===== config.mk =====
export PLATFORM = sky130hd
export DESIGN_NAME = mips_fetch_unit
export DESIGN_NICKNAME = d
export VERILOG_FILES = /design/src/rtl/mips_fetch_unit.sv
export SDC_FILE = /design/constraint.sdc
export NUM_CORES = 1
export LEC_CHECK = 0
export CAP_MARGIN = 20
export CELL_PAD_IN_SITES_DETAIL_PLACEMENT = 0
export CELL_PAD_IN_SITES_GLOBAL_PLACEMENT = 1
export CORE_ASPECT_RATIO = 1.75
export CORE_MARGIN = 4
export CORE_UTILIZATION = 32
export CTS_CLUSTER_DIAMETER = 100
export CTS_CLUSTER_SIZE = 14
export DETAILED_ROUTE_END_ITERATION = 6
export MAX_ROUTING_LAYER = met4
export PLACE_DENSITY_LB_ADDON = 0.25
export SETUP_SLACK_MARGIN = 0.3
export SLEW_MARGIN = 20
export SYNTH_ARGS = -nofsm -noshare
export SYNTH_HDL_FRONTEND = slang
export SYNTH_SLANG_ARGS = --single-unit

===== constraint.sdc =====
create_clock -name clk -period 2.5 [get_ports clk]
set_input_delay 0.625 -clock clk [delete_from_list [all_inputs] [get_ports clk]]
set_output_delay 0.625 -clock clk [all_outputs]
set_load 0.01 [all_outputs]

===== src/rtl/mips_fetch_unit.sv =====
// Instruction fetch stage: holds the PC, issues one outstanding imem request and presents the fetched word to decode.
// Optional FETCH_ALIGN_CHECK_EN: misaligned next_pc raises a sticky fault (code 10) instead of being truncated.
module mips_fetch_unit #(
  parameter logic [31:0] RESET_PC       = 32'h0040_0000,
  parameter int          TIMEOUT_CYCLES = 16
) (
  input  logic        clk,
  input  logic        rst_n,
  output logic        imem_req_valid,
  input  logic        imem_req_ready,
  output logic [31:0] imem_req_addr,
  input  logic        imem_rsp_valid,
  input  logic [31:0] imem_rsp_data,
  output logic [31:0] instrn,
  output logic [5:0]  instrn_opcode,
  output logic [31:0] instrn_pc,
  output logic [31:0] address_plus_4,
  output logic        instrn_valid,
  input  logic        instrn_ready,
  input  logic [31:0] next_pc,
  output logic        fault,
  output logic [1:0]  fault_code
);

  localparam int TW = $clog2(TIMEOUT_CYCLES) + 1;

  typedef enum logic [2:0] {
    S_BOOT,
    S_REQ,
    S_WAIT,
    S_HOLD,
    S_FAULT
  } state_t;

  state_t        state, state_nxt;
  logic [31:0]   pc, pc_nxt, pc_load;
  logic [TW-1:0] timer, timer_nxt;
  logic [1:0]    code_nxt;
  logic          capture;
  logic          misaligned;

`ifdef FETCH_ALIGN_CHECK_EN
  assign misaligned = (next_pc[1:0] != 2'b00);
  assign pc_load    = next_pc;
`else
  assign misaligned = 1'b0;
  assign pc_load    = next_pc & ~32'd3;
`endif

  always_comb begin
    state_nxt = state;
    pc_nxt    = pc;
    timer_nxt = timer;
    code_nxt  = fault_code;
    capture   = 1'b0;
    unique case (state)
      S_BOOT: state_nxt = S_REQ;
      S_REQ: begin
        if (imem_req_ready) begin
          state_nxt = S_WAIT;
          timer_nxt = '0;
        end
      end
      S_WAIT: begin
        timer_nxt = timer + TW'(1);
        // A response in the final timer cycle still beats the timeout.
        if (imem_rsp_valid) begin
          state_nxt = S_HOLD;
          capture   = 1'b1;
        end else if (timer == TW'(TIMEOUT_CYCLES - 1)) begin
          state_nxt = S_FAULT;
          code_nxt  = 2'b01;
        end
      end
      S_HOLD: begin
        if (instrn_ready) begin
          pc_nxt = pc_load;
          if (misaligned) begin
            state_nxt = S_FAULT;
            code_nxt  = 2'b10;
          end else begin
            state_nxt = S_REQ;
          end
        end
      end
      S_FAULT: state_nxt = S_FAULT;
      default: state_nxt = S_BOOT;
    endcase
  end

  always_ff @(posedge clk or negedge rst_n) begin
    if (!rst_n) begin
      state      <= S_BOOT;
      pc         <= RESET_PC;
      timer      <= '0;
      fault_code <= 2'b00;
      instrn     <= '0;
      instrn_pc  <= '0;
    end else begin
      state      <= state_nxt;
      pc         <= pc_nxt;
      timer      <= timer_nxt;
      fault_code <= code_nxt;
      if (capture) begin
        instrn    <= imem_rsp_data;
        instrn_pc <= pc;
      end
    end
  end

  // pc equals instrn_pc throughout HOLD, so pc+4 is the held word's successor
  // while it is valid and RESET_PC+4 straight out of reset.
  assign address_plus_4 = pc + 32'd4;
  assign imem_req_valid = (state == S_REQ);
  assign imem_req_addr  = pc;
  assign instrn_valid   = (state == S_HOLD);
  assign instrn_opcode  = instrn[31:26];
  assign fault          = (state == S_FAULT);

endmodule


# Yosys cells after proc, flatten, opt, wreduce, memory -nomap -nowiden
# Cells that the tools add are included.
# totals
reg_bits,101
latchBits,0
ram_bits,0
romBits,0
input_bits,69
output_inout_bits,139
wordCells,32
mem_count,0
# op_classes
n_addsub,2
multipliers,0
n_div,0
magnitude_cmp,0
eq_ne,8
n_shift,0
muxes,9
bitwise_logic,1
reduce_logical,6
# ops
op,count
32-bit by 3-bit adder with 32-bit output (second input constant),1
3-bit case mux with 5 select lines,1
3-bit 2-to-1 mux,4
5-bit case mux with 2 select lines,1
3-bit by 2-bit == test with 1-bit output (second input constant),2
3-bit AND reduction,2
5-bit by 1-bit adder with 5-bit output (second input constant),1
5-bit by 4-bit == test with 1-bit output (second input constant),1
5-bit 2-to-1 mux,1
2-bit by 1-bit != test with 1-bit output (second input constant),2
2-bit AND reduction,2
3-bit by 1-bit == test with 1-bit output (second input constant),1
3-bit == test (second input constant),1
3-bit logical NOT,1
3-bit != test (second input constant),1
1-bit 2-to-1 mux,2
2-bit nonzero test,1
1-bit NOT,1

# Logic depth before layout (Yosys ltp)
# depth
depth_word,4
mapped_depth,7
ltp_nobuf,7

# Least setup slack after synthesis
# OpenSTA, ideal clock, no wires.
# synth_path
path_type,register -> output
start,"reg pc[2], in the netlist imem_req_addr[2]"
end,out address_plus_4[14]
arrival_ps,1564
required_time_ps,1875
slack_ps,311
stages_incl_launch_ff,6
n_path_buf,0
cell_sequence,dfrtp_1 ha_1 nand2_1 or3_4 nor3_2 xor2_1
# synth_between
elab_chain_cells,1
# synth_lines
element,line,rtl
start: declaration,36,"logic [31:0] pc, pc_nxt, pc_load;"
start signal: assignment,101,pc <= pc_nxt;
32-bit by 3-bit adder with 32-bit output,113,assign address_plus_4 = pc + 32'd4;
end: declaration,17,"output logic [31:0] address_plus_4,"
# No other way between the ends.

# Worst setup path after layout
# layout_path
start,"reg pc[2], in the netlist imem_req_addr[2]"
end,out address_plus_4[31]
# The elaborated chain is that of the path after synthesis.

==> impl_metrics.tcl <==
set metrics [dict create \
    synth-seq-cells 101 \
    hold_violations 0 \
    drtIter0Drc 92 \
    timing.final.crit_share_pct 104 \
    die_width_um 98.9 \
    fin_util_pct 53.2 \
    yosysWarnings 0 \
    relSlewSlack_pct 64.2 \
    cts.hold.buffers_added 0 \
    avgViaCountPerCell 4.67 \
    clock_path_buffers 2 \
    design_area_mm2 0.00747 \
    clockRootBuffer "clkbuf_16" \
    setup_violations 14 \
    synthMuxAreaShare_pct 22.6 \
    end_kind "output pin" \
    clock_sinks 101 \
    grt_pass1_vias 3836 \
    cts_tree "yes" \
    reg2reg_slack_ps 540 \
    start_kind "flop" \
    yosys.area_share.simple_pct 9.15 \
    rows 57 \
    final_max_slew_viol_count 0 \
    ant_nets 0 \
    p_leak_nw 3.28 \
    fin_nets 664 \
    drt-total-wl_um 13600 \
    seq_area_mm2 0.00253 \
    fill_cells 1276 \
    crit_fanout 3 \
    globalplace.congestion 0.767 \
    ys_seq_area_share_pct 54.7 \
    antenna_found_initial 0 \
    portBuffers 198 \
    instances_no_fill 774 \
    ff2ff_path_depth 6 \
    violations "setup timing" \
    synth_cell_types 39 \
    worstSetupPathType "reg2out" \
    worstReg2RegEnd "instrn[18]" \
    synth_top_family_by_area "multiplexers" \
    p_total_mw 9.48 \
    htreeDepth 3 \
    period_minus_slack_ps 2600 \
    grt_overflow 0 \
    core-area_mm2 0.0140 \
    ios 208 \
    power_density_mw_per_mm2 1270 \
    post-place-ws_ps -172 \
    synth_async_sr_flop_share_pct 100 \
    synth_edf_count 0 \
    r2r-start "state[0]" \
    min_path_type "in2async" \
    drc 0 \
    area.growth.synth_to_final_pct 61.6 \
    multi_input_area_mm2 0.00205 \
    vias 3612 \
    post_dp_cell_area_mm2 0.00704 \
    grt_max_degree 48 \
    grt_setup_unrepaired "true" \
    cap_violations 0 \
    syn-cell-area_mm2 0.00462 \
    grt_pass1_wl_um 21300 \
    cts_buffers 9 \
    fin_skew_ps 5.55 \
    synth_fa_ha_area_share_pct 0.812 \
    timing.fmax_mhz 384 \
    synth-main-ff-cell "dfrtp_1" \
    max-vdd-ir-drop_mv 0.646 \
    setup_ws_ps -104 \
    routedWlPerCell_um 17.6 \
    worst_skew_pair.late_latency_ps 340 \
    path_clk_slew_ps 70 \
    die-area_mm2 0.0165 \
    dieHeight_um 167 \
    worstMarginPinSlew_ps 536 \
    track_usage_pct 16.9 \
    outcome "finished, violations left" \
    synth_compound_area_share_pct 2.30 \
    synth.avg_cell_area_um2 13.4 \
    critical_path_required_ps 1880 \
    crit_arrival_ps 1980 \
    diodes 0 \
    dr.pass1.iters 5 \
    drive_gt1_share_pct 37.9 \
    initial_utilization_pct 32.9 \
    synth_xor_xnor_area_share_pct 5.30 \
    placed_cells 746 \
    syn_inst 344 \
    dp_hpwl_um 10400 \
]
-- synth_stat cells (all sizes together) (3+ instances only) --
| cell | n | area share (%) |
|---|---|---|
| dfrtp | 100 | 54 |
| mux2 | 92 | 22 |
| buf | 25 | 4.4 |
| xnor2 | 20 | 3.8 |
| nand2 | 13 | 1.1 |
| nor2 | 13 | 1.2 |
| nand3 | 10 | 1.2 |
| nand4 | 9 | 1.5 |
| a21oi | 8 | 0.87 |
| and3 | 8 | 1.1 |
| xor2 | 8 | 1.5 |
| inv | 6 | 0.49 |
| nor3 | 4 | 0.54 |
| ha | 3 | 0.81 |
-- registers in the layout, summed over array words and instances (netlist names) --
signal and cells:
instrn 32, imem_req_addr 30, instrn_pc 30, timer 5
state 3, fault_code 1
-- placed cells by master (no fill, tap or decap), drive strengths merged, types with 9 or more instances in the layout --
cell	instances
nand4	9
mux2	92
dfrtp	100
xnor2	20
clkbuf	11
nand2	13
buf	87
clkdlybuf4s50	164
nand3	10
nor2	13
-- worst max-delay path, stage by stage, from the launching register on --
cell,delay [ps]
dfrtp_1,390
buf_6,120
nand3_4,80
nor4_4,320
buf_4,180
buf_6,90
nand4_1,100
xnor2_1,190
buf_2,170
-- layout make-up --
class / instances / area share [%]
sequential: 101 / 33.9
timing repair buffer: 258 / 31.7
multi-input combinational: 216 / 27.4
clock buffer: 10 / 3.06
tap: 177 / 2.96
clock inverter: 6 / 0.636
inverter: 6 / 0.301
-- metal layers --
metal | part of all wire (%) | routed length, um | vias up | GRT usage, %
li1 | - | - | 1677 | -
met5 | 0 | 0 | - | -
met3 | 5.0 | 683 | 21 | 3.06
met4 | 2.7 | 372 | 0 | 7.13
met2 | 59 | 7990 | 115 | 31.4
met1 | 34 | 4580 | 1799 | 16.8
-- worst max path at each step --
stage	start	to	depth (start not counted)
after detailed placement	imem_req_addr[2]	address_plus_4[31]	7
after global placement	imem_req_addr[2]	address_plus_4[28]	8
after CTS	imem_req_addr[12]	address_plus_4[31]	8
after floorplan	imem_req_addr[2]	address_plus_4[14]	5
final	imem_req_addr[2]	address_plus_4[31]	8
after global routing	imem_req_addr[2]	address_plus_4[31]	8
-- power breakdown --
part,switching (mW),internal (mW),total (mW)
clock,0.625,0.685,1.31
sequential,0.474,2.43,2.90
combinational,2.21,3.06,5.27
total,3.31,6.17,9.48
-- repair_timing --
item | in CTS | in global routing
gates cloned | 1 | 0
pin swaps | 16 | 22
endpoints found under the setup margin | 32 | 28
resized for setup | 138 | 24
setup buffers | 9 | 2
-- through the flow --
| stage | hold slack, ps | setup TNS (ps) |
|---|---|---|
| 4_1_cts | 241 | -1510 |
| 5_1_grt | 249 | -3420 |
| 3_3_place_gp | 463 | -1390 |
| 2_1_floorplan | 329 | 0 |
| 3_5_place_dp | 476 | -1620 |
| 6_report | 227 | -628 |
-- kinds of logic after synthesis --
family / count (synthesis)
buffers and inverters: 33
XOR/XNOR: 28
flip-flops: 101
other: 1
multiplexers: 93
AO/OA/AOI/OAI: 16
AND/OR/NAND/NOR: 69
adder cells (fa/ha/maj): 3
No activity file was read; power rests on OpenSTA's default activity.
